### src/rtl/bin2bcd_seq_if.sv
// bin2bcd_seq_if: handshake/result bundle for bin2bcd_seq.
// Ports: din/din_valid (request), din_ready (accept), bcd/ovf/done (result).
// master = value source, slave = converter.
interface bin2bcd_seq_if;
  logic [15:0] din;
  logic        din_valid;
  logic        din_ready;
  logic [15:0] bcd;
  logic        ovf;
  logic        done;
  modport master (output din, din_valid, input din_ready, bcd, ovf, done);
  modport slave (input din, din_valid, output din_ready, bcd, ovf, done);
endinterface

### src/rtl/bin2bcd_seq.sv
// bin2bcd_seq: sequential 16-bit binary to 4-digit packed BCD, one double-dabble step per clock.
// Ports: clk, reset_b (sync, active-low), io (slave: din/din_valid in; din_ready/bcd/ovf/done out).
module bin2bcd_seq #(
  parameter bit HEX_FALLBACK = 1'b1
) (
  input logic         clk,
  input logic         reset_b,
  bin2bcd_seq_if.slave io
);
  typedef enum logic {IDLE, SHIFT} state_t;
  state_t      state_q, state_d;
  logic [15:0] sh_q, sh_d, hold_q, hold_d, bcd_q, bcd_d;
  logic [19:0] acc_q, acc_d, adj, acc_nx;
  logic [4:0]  cnt_q, cnt_d;
  logic        ovf_q, ovf_d, done_q, done_d, ovf_nx;
  // add-3 on every digit >= 5, all five in parallel, ahead of the shift
  for (genvar d = 0; d < 5; d++) begin : g_adj
    assign adj[4*d+:4] = acc_q[4*d+:4] + (acc_q[4*d+:4] >= 4'd5 ? 4'd3 : 4'd0);
  end
  assign acc_nx = {adj[18:0], sh_q[15]};
  assign ovf_nx = |acc_nx[19:16];
  always_comb begin
    state_d = state_q;
    sh_d    = sh_q;
    hold_d  = hold_q;
    acc_d   = acc_q;
    cnt_d   = cnt_q;
    bcd_d   = bcd_q;
    ovf_d   = ovf_q;
    done_d  = 1'b0;
    if (state_q == IDLE) begin
      if (io.din_valid) begin
        state_d = SHIFT;
        sh_d    = io.din;
        hold_d  = io.din;
        acc_d   = '0;
        cnt_d   = '0;
      end
    end else begin
      acc_d = acc_nx;
      sh_d  = {sh_q[14:0], 1'b0};
      cnt_d = cnt_q + 5'd1;
      if (cnt_q == 5'd15) begin
        state_d = IDLE;
        ovf_d   = ovf_nx;
        bcd_d   = (ovf_nx && HEX_FALLBACK) ? hold_q : acc_nx[15:0];
        done_d  = 1'b1;
      end
    end
  end
  always_ff @(posedge clk) begin
    if (!reset_b) begin
      state_q <= IDLE;
      sh_q    <= '0;
      hold_q  <= '0;
      acc_q   <= '0;
      cnt_q   <= '0;
      bcd_q   <= '0;
      ovf_q   <= 1'b0;
      done_q  <= 1'b0;
    end else begin
      state_q <= state_d;
      sh_q    <= sh_d;
      hold_q  <= hold_d;
      acc_q   <= acc_d;
      cnt_q   <= cnt_d;
      bcd_q   <= bcd_d;
      ovf_q   <= ovf_d;
      done_q  <= done_d;
    end
  end
  assign io.din_ready = state_q == IDLE;
  assign io.bcd       = bcd_q;
  assign io.ovf       = ovf_q;
  assign io.done      = done_q;
endmodule

### src/flat_wrapper.sv
// flat-port wrapper written by rule: the top's interface ports become plain ports
module bin2bcd_seq_flat 
#(
  parameter bit HEX_FALLBACK = 1'b1
)
  (clk, reset_b, io_din, io_din_valid, io_din_ready, io_bcd, io_ovf, io_done);
  bin2bcd_seq_if io_i ();
  input logic clk;
  input logic reset_b;
  input wire logic [$bits(io_i.din)-1:0] io_din;
  input wire logic [$bits(io_i.din_valid)-1:0] io_din_valid;
  output wire logic [$bits(io_i.din_ready)-1:0] io_din_ready;
  output wire logic [$bits(io_i.bcd)-1:0] io_bcd;
  output wire logic [$bits(io_i.ovf)-1:0] io_ovf;
  output wire logic [$bits(io_i.done)-1:0] io_done;
  assign io_i.din = io_din;
  assign io_i.din_valid = io_din_valid;
  assign io_din_ready = io_i.din_ready;
  assign io_bcd = io_i.bcd;
  assign io_ovf = io_i.ovf;
  assign io_done = io_i.done;
  bin2bcd_seq #(.HEX_FALLBACK(HEX_FALLBACK)) u_core (.clk(clk), .reset_b(reset_b), .io(io_i));
endmodule
### config.mk
export PLATFORM = sky130hd
export DESIGN_NAME = bin2bcd_seq_flat
export DESIGN_NICKNAME = d
export VERILOG_FILES = /design/src/rtl/bin2bcd_seq_if.sv /design/src/rtl/bin2bcd_seq.sv /design/src/flat_wrapper.sv
export SDC_FILE = /design/constraint.sdc
export NUM_CORES = 1
export LEC_CHECK = 0
export CAP_MARGIN = 5
export CORE_MARGIN = 1
export CORE_UTILIZATION = 40
export CTS_CLUSTER_SIZE = 25
export DETAILED_ROUTE_END_ITERATION = 6
export GPL_TIMING_DRIVEN = 0
export SYNTH_ARGS = -nofsm -noshare
export SYNTH_HDL_FRONTEND = slang
export SYNTH_SLANG_ARGS = --single-unit
### constraint.sdc
create_clock -name clk -period 1.92 [get_ports clk]
set_input_delay 0.288 -clock clk [delete_from_list [all_inputs] [get_ports clk]]
set_output_delay 0.288 -clock clk [all_outputs]
set_load 0.02 [all_outputs]
==> impl_results.md, run 1 <==
- Endpoints failing setup: 17
- Synth Cell Area: 3750 µm²
- Worst skew pair latency: 0.35 ns
- Global placer's final weighted congestion: 0.788
- Synth cell types: 46
- RR Endpoint: u_core.io.bcd[15]$_SDFFE_PN0P_
- Post-synth top flop: dfxtp_1
- Crit. End Element: register
- Top cell type's share of synthesized area: 40.6%
- Die height: 98.8 µm
- Crit. Startpoint: u_core.acc_q[16]$_SDFFE_PN0P_
- Worst R2R Setup Slack: -0.22 ns
- H-tree depth: 3
- Total gr overflow: 0
- Placeable Area: 8890 µm²
- N_diodes: 0
- Area growth, synth to finish: 27.9%
- Fin crit share: 111%
- Failing checks: setup timing
- Most common cell after layout, fill and taps aside: dfxtp_1
- Pwr Total: 3290 µW
- Worst Tran Pin Value: 0.589 ns
- Vias per inst: 5.39
- Largest net degree at the start of global routing: 18
- Power density over the cells: 685 nW/µm²
- Layout Nets: 502
- Largest stage delay, worst path: 0.37 ns
- YS warnings: 0
- Synthesized flop and latch total: 76
- RSZ-0062 raised after global routing: yes
- DR iter-0 viols: 74
- Vias in the first global route: 3043
- Layout cells sized above 1: 16.7%
- Peak fanout along the critical path: 7
- Clock Path Buffers: 2
- Synth Instances: 411
- M1 GR Usage: 26.9%
- Number of enable flip-flop cells after synthesis: 0
- PnR worst setup slack: -0.215 ns
- # Max-Cap Violations: 0
- Antenna violations before repair: 0
- Num ports: 38
- Dpl hpwl: 6870 µm
- Initial Util: 42.2%
- CTS sink cnt: 76
- # DRC: 0
- Die ar.: 9770 µm²
- Drt first pass iters: 4
- Fin. Hold Viols: 0
- WL/cell: 16.2 µm
- GR peak layer: met2
- Fmax: 468 MHz
- Post-synth ARST share: 0%
- Sequential area share after synthesis: 40.6%
- Post-Route WL: 9420 µm
- Top cells by area, synth: dfxtp_1 (41%), nand2_1 (6.5%), nor2b_1 (4.3%), mux2i_1 (4.3%), nor3b_1 (4.2%)
- CTS tree: yes
- WP data required: 2.15 ns
- Pleak: 0.00195 µW
- First-pass GRT wire length: 15500 µm
- Post-place setup slack: -0.335 ns
- Tmin final: 2.14 ns
- FP Rows: 34
- CTS Buf Count: 9
- Worst vdd ir: 0.456 mV
- Syn nets: 446
- Crit-path cells: o21ai_1 > nand2b_1 > ha_2 > fa_2 > xor2_2 > or3_1 > buf_6 > nor3_4 > o31ai_1
- Clk slew on worst S/H paths: 0.08 ns
- CP Class: reg -> reg
- Start of the worst register-to-register path: u_core.acc_q[16]$_SDFFE_PN0P_
- Status: complete, but fails checks
- Syn Area/Cell: 9.13 µm²
- Via count: 3124
- Slew headroom: 60.7%
- Post-route ant nets: 0
- Worst r2r path cells: 9
- Most frequent cells in the layout: dfxtp_1 (71), nand2_1 (65), clkdlybuf4s50_1 (36)
- All-layer global routing usage: 20.3%
- CTS root buf: clkbuf_8
- Met3 Resource Use GR: 4.11%
- Final Skew: 0.0143 ns
- Chip Width: 98.8 µm
- Setup crit start kind: register
- GR Layer Usage met2: 32.8%
- # port buffers: 37
- Fillers: 810
- Largest area contributor in the netlist: dfxtp_1
- Final Slew Violations: 0
- CP endpoint: u_core.io.bcd[15]$_SDFFE_PN0P_
- CP max stage cell: fa_2
- # hold bufs at CTS: 0
- Critical path data arrival time: 2.36 ns
- Worst min path class: reg -> reg
-- through the flow --
| stage | hold slack [ns] | cells | area [µm²] | utilization, % | TNS, ns |
|---|---|---|---|---|---|
| after global placement | 0.445 | 556 | 4320 | 48.6 | -5.04 |
| after CTS | 0.460 | 573 | 4630 | 52.1 | -2.91 |
| after detailed placement | 0.449 | 556 | 4320 | 48.6 | -5.06 |
| after global routing | 0.476 | 580 | 4800 | 53.9 | -5.01 |
| final | 0.457 | 580 | 4800 | 53.9 | -2.78 |
| after floorplan | 0.423 | 411 | 3810 | - | -1.38 |
-- cells by family (layout without fill, tap and decap cells) --
kind of cell / after synthesis / count (layout) / synth area share, %
and+or+nand+nor: 153 / 153 / 21.8
xor gates and xnor gates: 5 / 5 / 1.17
muxes: 17 / 17 / 4.57
buffers and inverters: 35 / 96 / 4.60
DFF: 76 / 76 / 40.6
AOI/OAI and AO/OA: 109 / 109 / 21.0
adders and majority gates: 16 / 16 / 6.34
-- worst min-delay path by stage --
stage / from / to / slack [ns] / cells after the start
2_1_floorplan: io_din[0] / u_core.hold_q[0]$_SDFFE_PN0P_ / 0.42 / 2
4_1_cts: u_core.hold_q[7]$_SDFFE_PN0P_ / u_core.hold_q[7]$_SDFFE_PN0P_ / 0.46 / 2
3_3_place_gp: u_core.hold_q[7]$_SDFFE_PN0P_ / u_core.hold_q[7]$_SDFFE_PN0P_ / 0.45 / 2
6_report: u_core.hold_q[15]$_SDFFE_PN0P_ / u_core.hold_q[15]$_SDFFE_PN0P_ / 0.46 / 2
3_5_place_dp: u_core.hold_q[7]$_SDFFE_PN0P_ / u_core.hold_q[7]$_SDFFE_PN0P_ / 0.45 / 2
5_1_grt: u_core.hold_q[11]$_SDFFE_PN0P_ / u_core.hold_q[11]$_SDFFE_PN0P_ / 0.48 / 2
-- cells in the mapped netlist (11+ instances only) --
library cell	count
dfxtp_1	76
nand2_1	65
a21oi_1	31
nor2b_1	26
nor3b_1	21
mux2i_1	16
o211a_1	15
a21boi_1	14
buf_2	12
clkbuf_1	11
ha_1	11
-- cell type report --
cell class	count	area [µm²]	share of cell area [%]
flip-flops and latches	76	1530	31.9
well taps	108	135	2.82
inverters	4	15.0	0.313
clock inverters	6	88.8	1.85
repair buffers	46	479	9.99
plain buffers	30	186	3.89
multi-input cells	300	2240	46.6
clock buffers	10	128	2.66
-- flip-flops by register name, summed over array words and instances, names as in the netlist --
name	count
u_core.io.ovf	1
u_core.hold_q	16
u_core.io.bcd	16
u_core.acc_q	20
u_core.cnt_q	5
u_core.io.done	1
u_core.state_q	1
u_core.sh_q	16
-- per-layer routing --
| layer | vias to the layer above | part of all wire, % |
|---|---|---|
| met4 | 0 | 2.2 |
| met2 | 50 | 45 |
| li1 | 1575 | - |
| met3 | 18 | 3.6 |
| met5 | - | 0 |
| met1 | 1481 | 49 |
-- worst max-delay path, delay by kind of cell, from the launching register on --
family,cells,cell delay (ns)
xor+xnor,1,0.18
flops,1,0.34
compound gates,2,0.22
buf+inv,1,0.17
simple gates,3,0.55
fa+ha+maj,2,0.56
-- report_power, final --
part / internal, µW / leakage, µW / switching, µW
Clock: 732 / 0.000102 / 612
Combinational: 127 / 0.00122 / 159
Sequential: 1630 / 0.000621 / 30.3
Total: 2490 / 0.00195 / 800
-- timing repair --
action,CTS,global route
setup endpoints to repair,20,22
buffers inserted,2,6
pin swaps,2,3
cloned,0,1
resized for setup,15,20
Power figures use the tool's default switching activity.
==> run 2: changes to the inputs <==
- CELL_PAD_IN_SITES_DETAIL_PLACEMENT: unset -> 1
- CELL_PAD_IN_SITES_GLOBAL_PLACEMENT: unset -> 1
- CORE_UTILIZATION: 40 -> 39
- PLACE_DENSITY_LB_ADDON: unset -> 0.1
==> impl_results.md, run 2 (synthesis results as in run 1) <==
- Status: complete, but fails checks
- Failing checks: setup timing
- Net Switching: 870 µW (+8.8%)
- Endpoints failing setup: 17 (unchanged)
- CTS sink cnt: 76 (unchanged)
- Num ports: 38 (unchanged)
- Die ar.: 10000 µm² (+2.5%)
- PnR worst setup slack: -0.181 ns (+0.0344 ns)
- Post-Route WL: 10300 µm (+8.9%)
- First-pass GRT wire length: 16800 µm (+8.4%)
- Largest Register: u_core.acc_q
- Most frequent cells in the layout: dfxtp_1 (71), nand2_1 (65), clkdlybuf4s50_1 (36)
- Largest net degree at the start of global routing: 18 (unchanged)
- Part of the power in the clock network: 37.4% (-3.5 points)
- Worst R2R Setup Slack: -0.18 ns (+0.03 ns)
- Slew headroom: 58.5% (-2.3 points)
- Multi-input logic area: 2250 µm² (+0.50%)
- Layout cells sized above 1: 18.5% (+1.8 points)
- # port buffers: 37 (unchanged)
- Setup crit start kind: register
- All-layer global routing usage: 22.0% (+1.7 points)
- CTS Buf Count: 9 (unchanged)
- Antenna violations before repair: 0 (unchanged)
- CTS root buf: clkbuf_8
- Chip Width: 100 µm (+1.2%)
- Via count: 3168 (+1.4%)
- H-tree depth: 3 (unchanged)
- Final Util: 52.1% (-1.9 points)
- Fin. Hold Viols: 0 (unchanged)
- Fin crit share: 109% (-1.8 points)
- DR iter-0 viols: 48 (-35%)
- Area growth, synth to finish: 28.9%
- Seq pwr share: 53.3% (+2.9 points)
- Placeable Area: 9280 µm² (+4.4%)
- Comb power frac: 9.4% (+0.7 points)
- CP Class: reg -> reg
- Worst r2r path cells: 9 (unchanged)
- Tmin final: 2.10 ns (-0.0344 ns)
- Worst vdd ir: 0.471 mV (+3.1%)
- Die height: 100 µm (+1.2%)
- WP data required: 2.17 ns (+0.02 ns)
- N_diodes: 0 (unchanged)
- Drt first pass iters: 4 (unchanged)
- # Max-Cap Violations: 0 (unchanged)
- Fmax: 476 MHz (+1.6%)
- Peak fanout along the critical path: 7 (unchanged)
- RSZ-0062 raised after global routing: yes
- Post-route ant nets: 0 (unchanged)
- # DRC: 0 (unchanged)
- Final Slew Violations: 0 (unchanged)
- Total gr overflow: 0 (unchanged)
- Vias per inst: 5.25 (-2.6%)
- WL/cell: 17.0 µm (+4.6%)
- Fillers: 1075 (+33%)
- Crit. End Element: register
- Worst Tran Pin Value: 0.623 ns (+0.0338 ns)
- Worst skew pair latency: 0.36 ns (about the same)
- Clock Path Buffers: 2 (unchanged)
- Dpl hpwl: 7530 µm (+9.6%)
- Most common cell after layout, fill and taps aside: dfxtp_1
- Critical path data arrival time: 2.35 ns (about the same)
- Vias in the first global route: 3251 (+6.8%)
- Pleak: 0.00194 µW (-0.37%)
- Switching share of power: 28.0% (+3.6 points)
- CTS tree: yes
- Global placer's final weighted congestion: 0.764 (-3.0%)
- Max reg flops: 20 (unchanged)
- CP max stage cell: fa_2
- Power density over the cells: 644 nW/µm² (-6.1%)
- Layout Nets: 505 (+0.60%)
- Post-place setup slack: -0.346 ns (-0.0113 ns)
- Hold depth: 2 (unchanged)
- Crit-path cells: o21ai_1 > nand2b_1 > ha_2 > fa_2 > xor2_2 > or3_1 > buf_6 > nor3_4 > o31ai_2
- Largest stage delay, worst path: 0.35 ns (-0.02 ns)
- Worst min path class: reg -> reg
- Int Pwr: 2240 µW (-9.8%)
- Clk slew on worst S/H paths: 0.09 ns (about the same)
- Register area: 1530 µm² (+0.16%)
- FP Rows: 35 (+2.9%)
- Final Skew: 0.0125 ns (-0.00182 ns)
- Initial Util: 40.4% (-1.8 points)
- # hold bufs at CTS: 0 (unchanged)
==> run 2: layout make-up <==
cell class | count | share of cell area (%)
plain buffers | 30 | 3.98
clock buffers | 9 | 2.56
well taps | 129 | 3.34
multi-input cells | 300 | 46.5
clock inverters | 7 | 1.22
flip-flops and latches | 76 | 31.6
inverters | 4 | 0.362
repair buffers | 49 | 10.4
==> run 2: worst max-delay path, delay by kind of cell, from the launching register on <==
| family | cells | cell delay, ns |
|---|---|---|
| AO/OA/AOI/OAI | 2 | 0.21 |
| AND/OR/NAND/NOR | 3 | 0.57 |
| adder cells (fa/ha/maj) | 2 | 0.53 |
| buffers and inverters | 1 | 0.17 |
| flip-flops | 1 | 0.33 |
| XOR/XNOR | 1 | 0.18 |
==> run 2: layer usage <==
layer,vias to the layer above,track usage (%),part of all wire [%]
li1,1580,-,-
met1,1532,29.7,49
met2,44,35.3,47
met3,12,4.11,2.5
met4,0,7.69,1.8
met5,-,0,0
==> run 2: worst paths after layout <==
kind                                        from                             end
setup reg to reg   u_core.acc_q[16]$_SDFFE_PN0P_  u_core.io.bcd[12]$_SDFFE_PN0P_
hold reg to reg   u_core.hold_q[11]$_SDFFE_PN0P_  u_core.hold_q[11]$_SDFFE_PN0P_
hold / removal    u_core.hold_q[11]$_SDFFE_PN0P_  u_core.hold_q[11]$_SDFFE_PN0P_
setup / recovery   u_core.acc_q[16]$_SDFFE_PN0P_  u_core.io.bcd[12]$_SDFFE_PN0P_
==> run 2: what timing repair did <==
item	in CTS	in global routing
cloned	1	0
endpoints found under the setup margin	20	22
gates resized for setup	27	14
buffers inserted	7	4
pin swaps	12	3
==> run 2: metrics by stage <==
step / std cells / power (µW) / hold WS, ns / setup TNS [ns] / instance area, µm²
3_5_place_dp: 577 / 1990 / 0.450 / -5.91 / 4340
4_1_cts: 600 / 3150 / 0.462 / -1.58 / 4730
6_report: 604 / 3110 / 0.463 / -2.37 / 4840
5_1_grt: 604 / 3270 / 0.489 / -3.49 / 4840
3_3_place_gp: 577 / 1980 / 0.447 / -4.78 / 4340
2_1_floorplan: 411 / 1860 / 0.423 / -1.38 / 3810
==> run 2: power groups by stage <==
stage	logic, µW	clock network [µW]	registers (µW)
after floorplan	179	0	1680
after global placement	283	0	1700
after detailed placement	290	0	1700
after CTS	296	1190	1660
after global routing	322	1280	1660
final	292	1160	1660
==> run 3: changes to the inputs <==
- CTS_CLUSTER_SIZE: 25 -> 28
==> results of run 3 <==
The final DEF is identical to that of run 2; final timing and power are the same.
